**config.mk**
```make
export PLATFORM = sky130hd
export DESIGN_NAME = calc1_port_driver
export DESIGN_NICKNAME = d
export VERILOG_FILES = /design/src/rtl/calc1_port_driver.sv
export SDC_FILE = /design/constraint.sdc
export NUM_CORES = 1
export LEC_CHECK = 0
export BUFFER_PORTS_ARGS = -buffer_cell sky130_fd_sc_hd__buf_2
export CORE_AREA = 5 5 162 242
export CTS_CLUSTER_DIAMETER = 40
export CTS_CLUSTER_SIZE = 40
export DETAILED_ROUTE_END_ITERATION = 7
export DIE_AREA = 0 0 167 247
export GPL_TIMING_DRIVEN = 0
export SYNTH_ARGS = -nofsm -noshare
export SYNTH_HDL_FRONTEND = slang
export SYNTH_SLANG_ARGS = --single-unit
```
**constraint.sdc**
```tcl
create_clock -name c_clk -period 3.4 [get_ports c_clk]
set_clock_uncertainty 0.1 [all_clocks]
set_input_delay 0.17 -clock c_clk [delete_from_list [all_inputs] [get_ports c_clk]]
set_output_delay 0.17 -clock c_clk [all_outputs]
set_load 0.01 [all_outputs]
```
**src/rtl/calc1_port_driver.sv**
```systemverilog
// calc1_port_driver: buffers arithmetic transactions and issues them one at a time
// to a calc1 port (command/op1, then op2), then captures the response or a timeout.
module calc1_port_driver #(
    parameter int FIFO_DEPTH = 4,
    parameter int TIMEOUT    = 64
) (
    input  logic        c_clk,
    input  logic        reset,
    input  logic        txn_valid,
    output logic        txn_ready,
    input  logic [3:0]  txn_cmd,
    input  logic [31:0] txn_op1,
    input  logic [31:0] txn_op2,
    output logic [3:0]  req_cmd_out,
    output logic [31:0] req_data_out,
    input  logic [1:0]  out_resp,
    input  logic [31:0] out_data,
    output logic        rsp_valid,
    input  logic        rsp_ready,
    output logic [1:0]  rsp_code,
    output logic [31:0] rsp_data,
    output logic [3:0]  rsp_cmd,
    output logic        rsp_timeout,
    output logic        busy
);
    localparam int AW = (FIFO_DEPTH > 1) ? $clog2(FIFO_DEPTH) : 1;
    localparam int TW = $clog2(TIMEOUT + 1);

    // state   | meaning
    // S_IDLE  | bus quiet; pop next entry once the previous result was accepted
    // S_SEND1 | drive command and op1 on the next edge
    // S_SEND2 | drive op2 (command field zero) on the next edge
    // S_WAIT  | wait for a non-zero response or timeout
    // S_HOLD  | result presented downstream until rsp_ready
    typedef enum logic [2:0] {S_IDLE, S_SEND1, S_SEND2, S_WAIT, S_HOLD} state_t;

    state_t      state_q, state_d;
    logic [AW-1:0] wr_ptr_q, wr_ptr_d, rd_ptr_q, rd_ptr_d;
    logic [AW:0]   count_q, count_d;
    logic          full_q, full_d;
    logic [3:0]    cur_cmd_q, cur_cmd_d;
    logic [31:0]   cur_op1_q, cur_op1_d, cur_op2_q, cur_op2_d;
    logic [TW-1:0] tmo_q, tmo_d;
    logic [3:0]    req_cmd_q, req_cmd_d;
    logic [31:0]   req_data_q, req_data_d;
    logic          rsp_valid_q, rsp_valid_d;
    logic [1:0]    rsp_code_q, rsp_code_d;
    logic [31:0]   rsp_data_q, rsp_data_d;
    logic [3:0]    rsp_cmd_q, rsp_cmd_d;
    logic          rsp_timeout_q, rsp_timeout_d;
    logic          spurious_q, spurious_d;
    logic          push, pop;

    logic [3:0]  mem_cmd [FIFO_DEPTH];
    logic [31:0] mem_op1 [FIFO_DEPTH];
    logic [31:0] mem_op2 [FIFO_DEPTH];

    always_ff @(posedge c_clk) begin
        if (push) begin
            mem_cmd[wr_ptr_q] <= txn_cmd;
            mem_op1[wr_ptr_q] <= txn_op1;
            mem_op2[wr_ptr_q] <= txn_op2;
        end
    end

    always_comb begin
        state_d       = state_q;
        wr_ptr_d      = wr_ptr_q;
        rd_ptr_d      = rd_ptr_q;
        count_d       = count_q;
        cur_cmd_d     = cur_cmd_q;
        cur_op1_d     = cur_op1_q;
        cur_op2_d     = cur_op2_q;
        tmo_d         = tmo_q;
        req_cmd_d     = '0;
        req_data_d    = '0;
        rsp_valid_d   = rsp_valid_q;
        rsp_code_d    = rsp_code_q;
        rsp_data_d    = rsp_data_q;
        rsp_cmd_d     = rsp_cmd_q;
        rsp_timeout_d = rsp_timeout_q;
        spurious_d    = spurious_q;
        push          = txn_valid && !full_q;
        pop           = 1'b0;

        if ((out_resp != 2'd0) && (state_q != S_WAIT)) begin
            spurious_d = 1'b1;
        end

        case (state_q)
            S_IDLE: begin
                if ((count_q != '0) && !rsp_valid_q) begin
                    pop       = 1'b1;
                    cur_cmd_d = mem_cmd[rd_ptr_q];
                    cur_op1_d = mem_op1[rd_ptr_q];
                    cur_op2_d = mem_op2[rd_ptr_q];
                    state_d   = S_SEND1;
                end
            end
            S_SEND1: begin
                req_cmd_d  = cur_cmd_q;
                req_data_d = cur_op1_q;
                state_d    = S_SEND2;
            end
            S_SEND2: begin
                req_data_d = cur_op2_q;
                tmo_d      = '0;
                state_d    = S_WAIT;
            end
            S_WAIT: begin
                // a response on the terminal cycle takes priority over the timeout
                if (out_resp != 2'd0) begin
                    rsp_valid_d   = 1'b1;
                    rsp_code_d    = out_resp;
                    rsp_data_d    = out_data;
                    rsp_cmd_d     = cur_cmd_q;
                    rsp_timeout_d = 1'b0;
                    state_d       = S_HOLD;
                end else if (tmo_q == TW'(TIMEOUT - 1)) begin
                    rsp_valid_d   = 1'b1;
                    rsp_code_d    = 2'd0;
                    rsp_data_d    = '0;
                    rsp_cmd_d     = cur_cmd_q;
                    rsp_timeout_d = 1'b1;
                    state_d       = S_HOLD;
                end else begin
                    tmo_d = tmo_q + TW'(1);
                end
            end
            S_HOLD: begin
                if (rsp_ready) begin
                    rsp_valid_d = 1'b0;
                    state_d     = S_IDLE;
                end
            end
            default: state_d = S_IDLE;
        endcase

        if (push) wr_ptr_d = wr_ptr_q + AW'(1);
        if (pop)  rd_ptr_d = rd_ptr_q + AW'(1);
        case ({push, pop})
            2'b10:   count_d = count_q + (AW+1)'(1);
            2'b01:   count_d = count_q - (AW+1)'(1);
            default: count_d = count_q;
        endcase
        full_d = (count_d == (AW+1)'(FIFO_DEPTH));
    end

    always_ff @(posedge c_clk or negedge reset) begin
        if (!reset) begin
            state_q       <= S_IDLE;
            wr_ptr_q      <= '0;
            rd_ptr_q      <= '0;
            count_q       <= '0;
            full_q        <= 1'b0;
            cur_cmd_q     <= '0;
            cur_op1_q     <= '0;
            cur_op2_q     <= '0;
            tmo_q         <= '0;
            req_cmd_q     <= '0;
            req_data_q    <= '0;
            rsp_valid_q   <= 1'b0;
            rsp_code_q    <= '0;
            rsp_data_q    <= '0;
            rsp_cmd_q     <= '0;
            rsp_timeout_q <= 1'b0;
            spurious_q    <= 1'b0;
        end else begin
            state_q       <= state_d;
            wr_ptr_q      <= wr_ptr_d;
            rd_ptr_q      <= rd_ptr_d;
            count_q       <= count_d;
            full_q        <= full_d;
            cur_cmd_q     <= cur_cmd_d;
            cur_op1_q     <= cur_op1_d;
            cur_op2_q     <= cur_op2_d;
            tmo_q         <= tmo_d;
            req_cmd_q     <= req_cmd_d;
            req_data_q    <= req_data_d;
            rsp_valid_q   <= rsp_valid_d;
            rsp_code_q    <= rsp_code_d;
            rsp_data_q    <= rsp_data_d;
            rsp_cmd_q     <= rsp_cmd_d;
            rsp_timeout_q <= rsp_timeout_d;
            spurious_q    <= spurious_d;
        end
    end

    assign txn_ready    = !full_q;
    assign req_cmd_out  = req_cmd_q;
    assign req_data_out = req_data_q;
    assign rsp_valid    = rsp_valid_q;
    assign rsp_code     = rsp_code_q;
    assign rsp_data     = rsp_data_q;
    assign rsp_cmd      = rsp_cmd_q;
    assign rsp_timeout  = rsp_timeout_q;
    assign busy         = (state_q != S_IDLE) || (count_q != '0);

endmodule

```
**After elaboration in Yosys (flattened, before gate mapping)**

Memory sizes are Yosys's and may differ from the RTL's. A register that Yosys moved wholly into a read port is not among the register bits.
Cells that the tools add are included.
W data, S select, Z words.

- $add $sub $neg: 5
- $mul: 0
- Divide/modulo/power cells: 0
- $lt $le $gt $ge: 0
- Equality and inequality tests: 13
- Shift-type cells: 0
- Mux-type cells: 26
- Bitwise operators: 0
- Reductions and logical operators: 20

Operators with widths:

| cell | number |
|---|---|
| $mux W32 | 2 |
| $pmux W32 S2 | 1 |
| $pmux W3 S5 | 1 |
| $mux W7 | 2 |
| $pmux W7 S2 | 1 |
| $mux W3 | 4 |
| $mux W4 | 3 |
| $reduce_and A3 Y1 | 3 |
| $mux W1 | 8 |
| $ne A2 B2 Y1 const B | 4 |
| $reduce_bool A2 Y1 | 4 |
| $add A7 B1 Y7 const B | 1 |
| $eq A7 B6 Y1 const B | 1 |
| $eq A3 B2 Y1 const B | 2 |
| $eq A3 B3 Y1 const B | 2 |
| $pmux W3 S2 | 1 |
| $reduce_bool A3 Y1 | 2 |
| $logic_not A1 Y1 | 5 |
| $add A2 B1 Y2 const B | 2 |
| $mux W2 | 2 |
| $reduce_and A2 Y1 | 2 |
| $add A3 B1 Y3 const B | 1 |
| $eq A3 B1 Y1 const B | 1 |
| $logic_not A3 Y1 | 1 |
| other kinds (7) | 8 |

- Register bits after elaboration: 94
- Latch bits: 0
- Bits in writable memories: 272
- ROM bits: 0
- Output and inout bits: 78
- Memories: 3

Memory list:

| memory | depth | width | read ports | clocked after memory_dff | wr ports | line | text |
|---|---|---|---|---|---|---|---|
| mem_op1 | 4 | 32 | 1 | 1 | 1 | 55 | `logic [31:0] mem_op1 [FIFO_DEPTH];` |
| mem_op2 | 4 | 32 | 1 | 1 | 1 | 56 | `logic [31:0] mem_op2 [FIFO_DEPTH];` |
| mem_cmd | 4 | 4 | 1 | 1 | 1 | 54 | `logic [3:0] mem_cmd [FIFO_DEPTH];` |

**Depth between registers and ports, before layout**

- Depth in word-level cells: 7
- Gate-level depth with buffers: 12

**Worst setup path before layout**

OpenSTA, ideal clock, no wires.

- Path type: reg-to-reg
- From: register full_q
- To: memory mem_cmd[0][0], enable pin
- Setup time: 433 ps
- Arrival time: 2315 ps
- Slack: 552 ps
- Stages on the path, launching flop included: 4
- Buffers on the path: 1
- Cell sequence: dfrtp_1 -> nor2b_1 -> clkbuf_1 -> and2_1

- Cells in the longest elaborated chain, start to end: 4

RTL lines:

| what | line | text |
|---|---|---|
| from (decl) | 40 | `logic full_q, full_d;` |
| from (signal assigned) | 173 | `full_q <= full_d;` |
| $logic_not A1 Y1 | 83 | `push = txn_valid && !full_q;` |
| $logic_and A1 B1 Y1 | 83 |  |
| $mux W1 | 59 | `if (push) begin` |
| $mux W1 (implied by the code) | 60 | `mem_cmd[wr_ptr_q] <= txn_cmd;` |
| to (decl) | 54 |  |

No other way between the ends.

**Final worst setup path**

- From: register state_q[1]
- To: register full_q

- Cells in the longest elaborated chain, start to end: 5
- Elaborated cells on any way between the ends: 6

RTL lines:

| what | line | text |
|---|---|---|
| from (decl) | 37 | `state_t state_q, state_d;` |
| from (signal assigned) | 169 | `state_q <= state_d;` |
| $logic_not A3 Y1 * | 90 | `case (state_q)` |
| $mux W1 * | 90 |  |
| named net pop | 52 | `logic push, pop;` |
| $eq A2 B1 Y1 or $eq A2 B2 Y1 (tied branches) | 141 | `case ({push, pop})` |
| $pmux W3 S2 * | 141 |  |
| named net count_d[2] | 39 | `logic [AW:0] count_q, count_d;` |
| $eq A3 B3 Y1 * | 146 | `full_d = (count_d == (AW+1)'(FIFO_DEPTH));` |
| named net full_d | 40 |  |

Mark *: on every way through the listed nets, which the timed path passes. The rest lies on a longest branch.
A chain may end at the register's enable or synchronous reset.

==> flow_metrics.env <==
export IMPL_run_status="complete, no violations"
export IMPL_fin_crit_sh_pct=81.20
export IMPL_yosys_cell_types_count=44
export IMPL_wl_per_cell_um=21.37
export IMPL_syn_instance_count=784
export IMPL_stdcell_area_mm2=0.02047
export IMPL_postPlaceCellArea_mm2=0.01804
export IMPL_place_congestion=0.7907
export IMPL_synth_fp_nets=897
export IMPL_synth_warning_count=0
export IMPL_postCtsSetupBuffers=0
export IMPL_detail_route_vias_per_cell=5.126
export IMPL_cp_max_fo=10
export IMPL_synth_edf_count=272
export IMPL_dominantRegCellSynth="edfxtp_1"
export IMPL_syn_cell_area_mm2=0.01636
export IMPL_drtIter0Drc=535
export IMPL_crit_end="full_q$_DFF_PN0_"
export IMPL_total_power_mw=18.32
export IMPL_vias=8376
export IMPL_synth_top_area_share_pct=49.93
export IMPL_fp_dieH_um=247
export IMPL_io_pins=184
export IMPL_maxSlewViolCount=0
export IMPL_hold_class="in -> async"
export IMPL_hold_viol=0
export IMPL_worst_pin_slew_ps=912.3
export IMPL_avgSynthCellArea_um2=20.87
export IMPL_final_common_cell="edfxtp_1"
export IMPL_rsz0062_at_grt="no"
export IMPL_layout_nets=1232
export IMPL_synthArstFlopShare_pct=37.33
export IMPL_yosys_top_cells_area="edfxtp_1 50%, dfrtp_1 25%, mux4_2 9.4%"
export IMPL_fin_cells=1634
export IMPL_grt_pass1_vias=9209
export IMPL_antenna_found_initial=1
export IMPL_crit_path_end_kind="flip-flop"
export IMPL_rr_startpoint="state_q[1]$_DFFE_PN0P_"
export IMPL_worstReg2RegEnd="full_q$_DFF_PN0_"
export IMPL_grt_pass1_wl_um=54480
export IMPL_clockBufferDepth=3
export IMPL_crit_slowest_cell="fa_1"
export IMPL_cts_tree="built"
export IMPL_place_inst=1456
export IMPL_cts_root_buf="clkbuf_16"
export IMPL_die_w_um=167
export IMPL_p_leak_nw=8.087
export IMPL_reg2regPathDepth=12
export IMPL_clkTransAtPathRegs_ps=70
export IMPL_max_freq_mhz=362.2
export IMPL_setup_viol=0
export IMPL_drt_pass1_iterations=4
export IMPL_worstPathRequired_ps=3750
export IMPL_cts_made_buffers=40
export IMPL_yosysTopAreaCell="edfxtp_1"
export IMPL_grtUsageTotal_pct=17.09
export IMPL_p_per_area_mw_per_mm2=894.7
export IMPL_hpwl_um=21620
export IMPL_seq_area_frac_synth_pct=74.71
export IMPL_finish_utilization_pct=55.80
export IMPL_worst_slack_ps=639.2
export IMPL_crit_chain="clkbuf_2 -> nor2_1 -> and3_4 -> buf_12 -> buf_12 -> ha_1 -> inv_1 -> fa_1 -> xor2_1 -> nor2_1 -> xor2_1 -> nor3b_1"
export IMPL_area_delta_synth_final_pct=25.16
export IMPL_num_rows=86
export IMPL_port_buffers=183
export IMPL_final_layout_size_suffix_gt1_share_pct=38.12
export IMPL_cts_sinks=434
export IMPL_worstPathArrival_ps=3110
export IMPL_wl_um=34910
export IMPL_vdd_drop_max_v=0.0004355
export IMPL_start_util_pct=44.58
export IMPL_core_area_mm2=0.03669
export IMPL_final_cell_mix="272 x edfxtp_1, 201 x buf_2, 162 x dfrtp_1, 105 x dlygate4sd3_1, 68 x mux4_2"
export IMPL_drcViolationCount=0
export IMPL_crit_start="state_q[1]$_DFFE_PN0P_"
export IMPL_synth_seq_cells=434
export IMPL_hold_ws_ps=58.19
export IMPL_drtAntennaViolNets=0
export IMPL_cts_max_level=2
export IMPL_worst_setup_path_type="reg -> reg"
export IMPL_slowest_delay_ps=370
export IMPL_grt_overflow=0
export IMPL_crit_path_start_kind="flip-flop"
export IMPL_dpl_worst_slack_ps=621.6
export IMPL_cap_violations=0
export IMPL_dieArea_mm2=0.04125
export IMPL_fin_tns_setup_ps=0
export IMPL_rrSetupSlack_ps=640
export IMPL_timing_final_crit_period_ps=2761
export IMPL_clkLatencyLatePin_ps=540
export IMPL_relSlewSlack_pct=38.85
export IMPL_grt_start_max_net_pins=114
registers in the layout (all words and copies together), names as in the netlist:
register,flops
mem_op1,128
mem_op2,128
cur_op1_q,32
cur_op2_q,32
req_data_out,32
rsp_data,32
mem_cmd,16
tmo_q,7
cur_cmd_q,4
req_cmd_out,4
rsp_cmd,4
count_q,3
state_q,3
rd_ptr_q,2
rsp_code,2
wr_ptr_q,2
full_q,1
rsp_timeout,1
rsp_valid,1
synth_stat cells (all sizes together) (2+ instances only):
master  count
o21ai       5
nand3       6
or3         2
o211ai      2
nand3b      2
a31oi       2
dfrtp     162
ha          6
inv         8
a22o       66
and2        9
xor2        3
xnor2       3
nand2      14
clkbuf     16
o311ai      3
and3        4
edfxtp    272
buf        27
a21oi       4
mux4       68
nor3        3
mux2       72
nor2b       3
nand2b      2
nor2       11
logic make-up (layout without fill, tap and decap cells):
kind of cell	after synthesis	in the layout	share of synthesized area, %
AO/OA/AOI/OAI	86	86	4.360
XOR/XNOR	6	6	0.3213
adder cells (fa/ha/maj)	7	7	0.5813
buffers and inverters	51	416	2.126
flip-flops	434	434	74.71
multiplexers	141	141	15.92
other	0	1	0
AND/OR/NAND/NOR	59	59	1.981
what timing repair did:
item | 4_1_cts | 5_1_grt
endpoints found under the hold margin | 470 | 0
hold buffers | 105 | 0
gates resized for setup | 0 | 0
where the power goes:
group	internal, mW	switching [mW]	total [mW]
sequential	7.18	0.605	7.78
combinational	3.06	2.84	5.90
clock	2.47	2.16	4.64
total	12.7	5.60	18.3
worst min path at each step:
stage,from,endpoint,slack (ps)
finish,reset,cur_op2_q[7]$_DFFE_PN0P_,60
global route,reset,cur_op1_q[30]$_DFFE_PN0P_,90
CTS,reset,req_data_out[24]$_DFF_PN0_,50
detailed placement,reset,req_data_out[4]$_DFF_PN0_,20
global placement,txn_op1[21],mem_op1[2][21]$_DFFE_PP_,280
floorplan,reset,count_q[0]$_DFF_PN0_,-230
per-layer routing:
layer	GRT usage [%]	part of all wire (%)	up-vias
met5	0	0	-
met3	3.150	4.7	54
li1	-	-	3792
met4	5.297	2.5	0
met2	30.89	53	221
met1	20.89	40	4309
worst max-delay path, delay by kind of cell (launching register included):
| family | cells | cell delay [ps] |
|---|---|---|
| simple gates | 4 | 770 |
| fa+ha+maj | 2 | 560 |
| buf+inv | 4 | 550 |
| flops | 1 | 360 |
| xor+xnor | 2 | 330 |
final cells by class:
type	count	area (um2)
diodes	1	2.502
plain buffers	43	317.8
clock buffers	43	1055
clock inverters	29	327.8
fillers	2862	16220
inverters	8	30.03
multi-input cells	299	3799
flip-flops and latches	434	12220
well taps	484	605.6
repair buffers	293	2115
No activity file was read; power rests on OpenSTA's default activity.
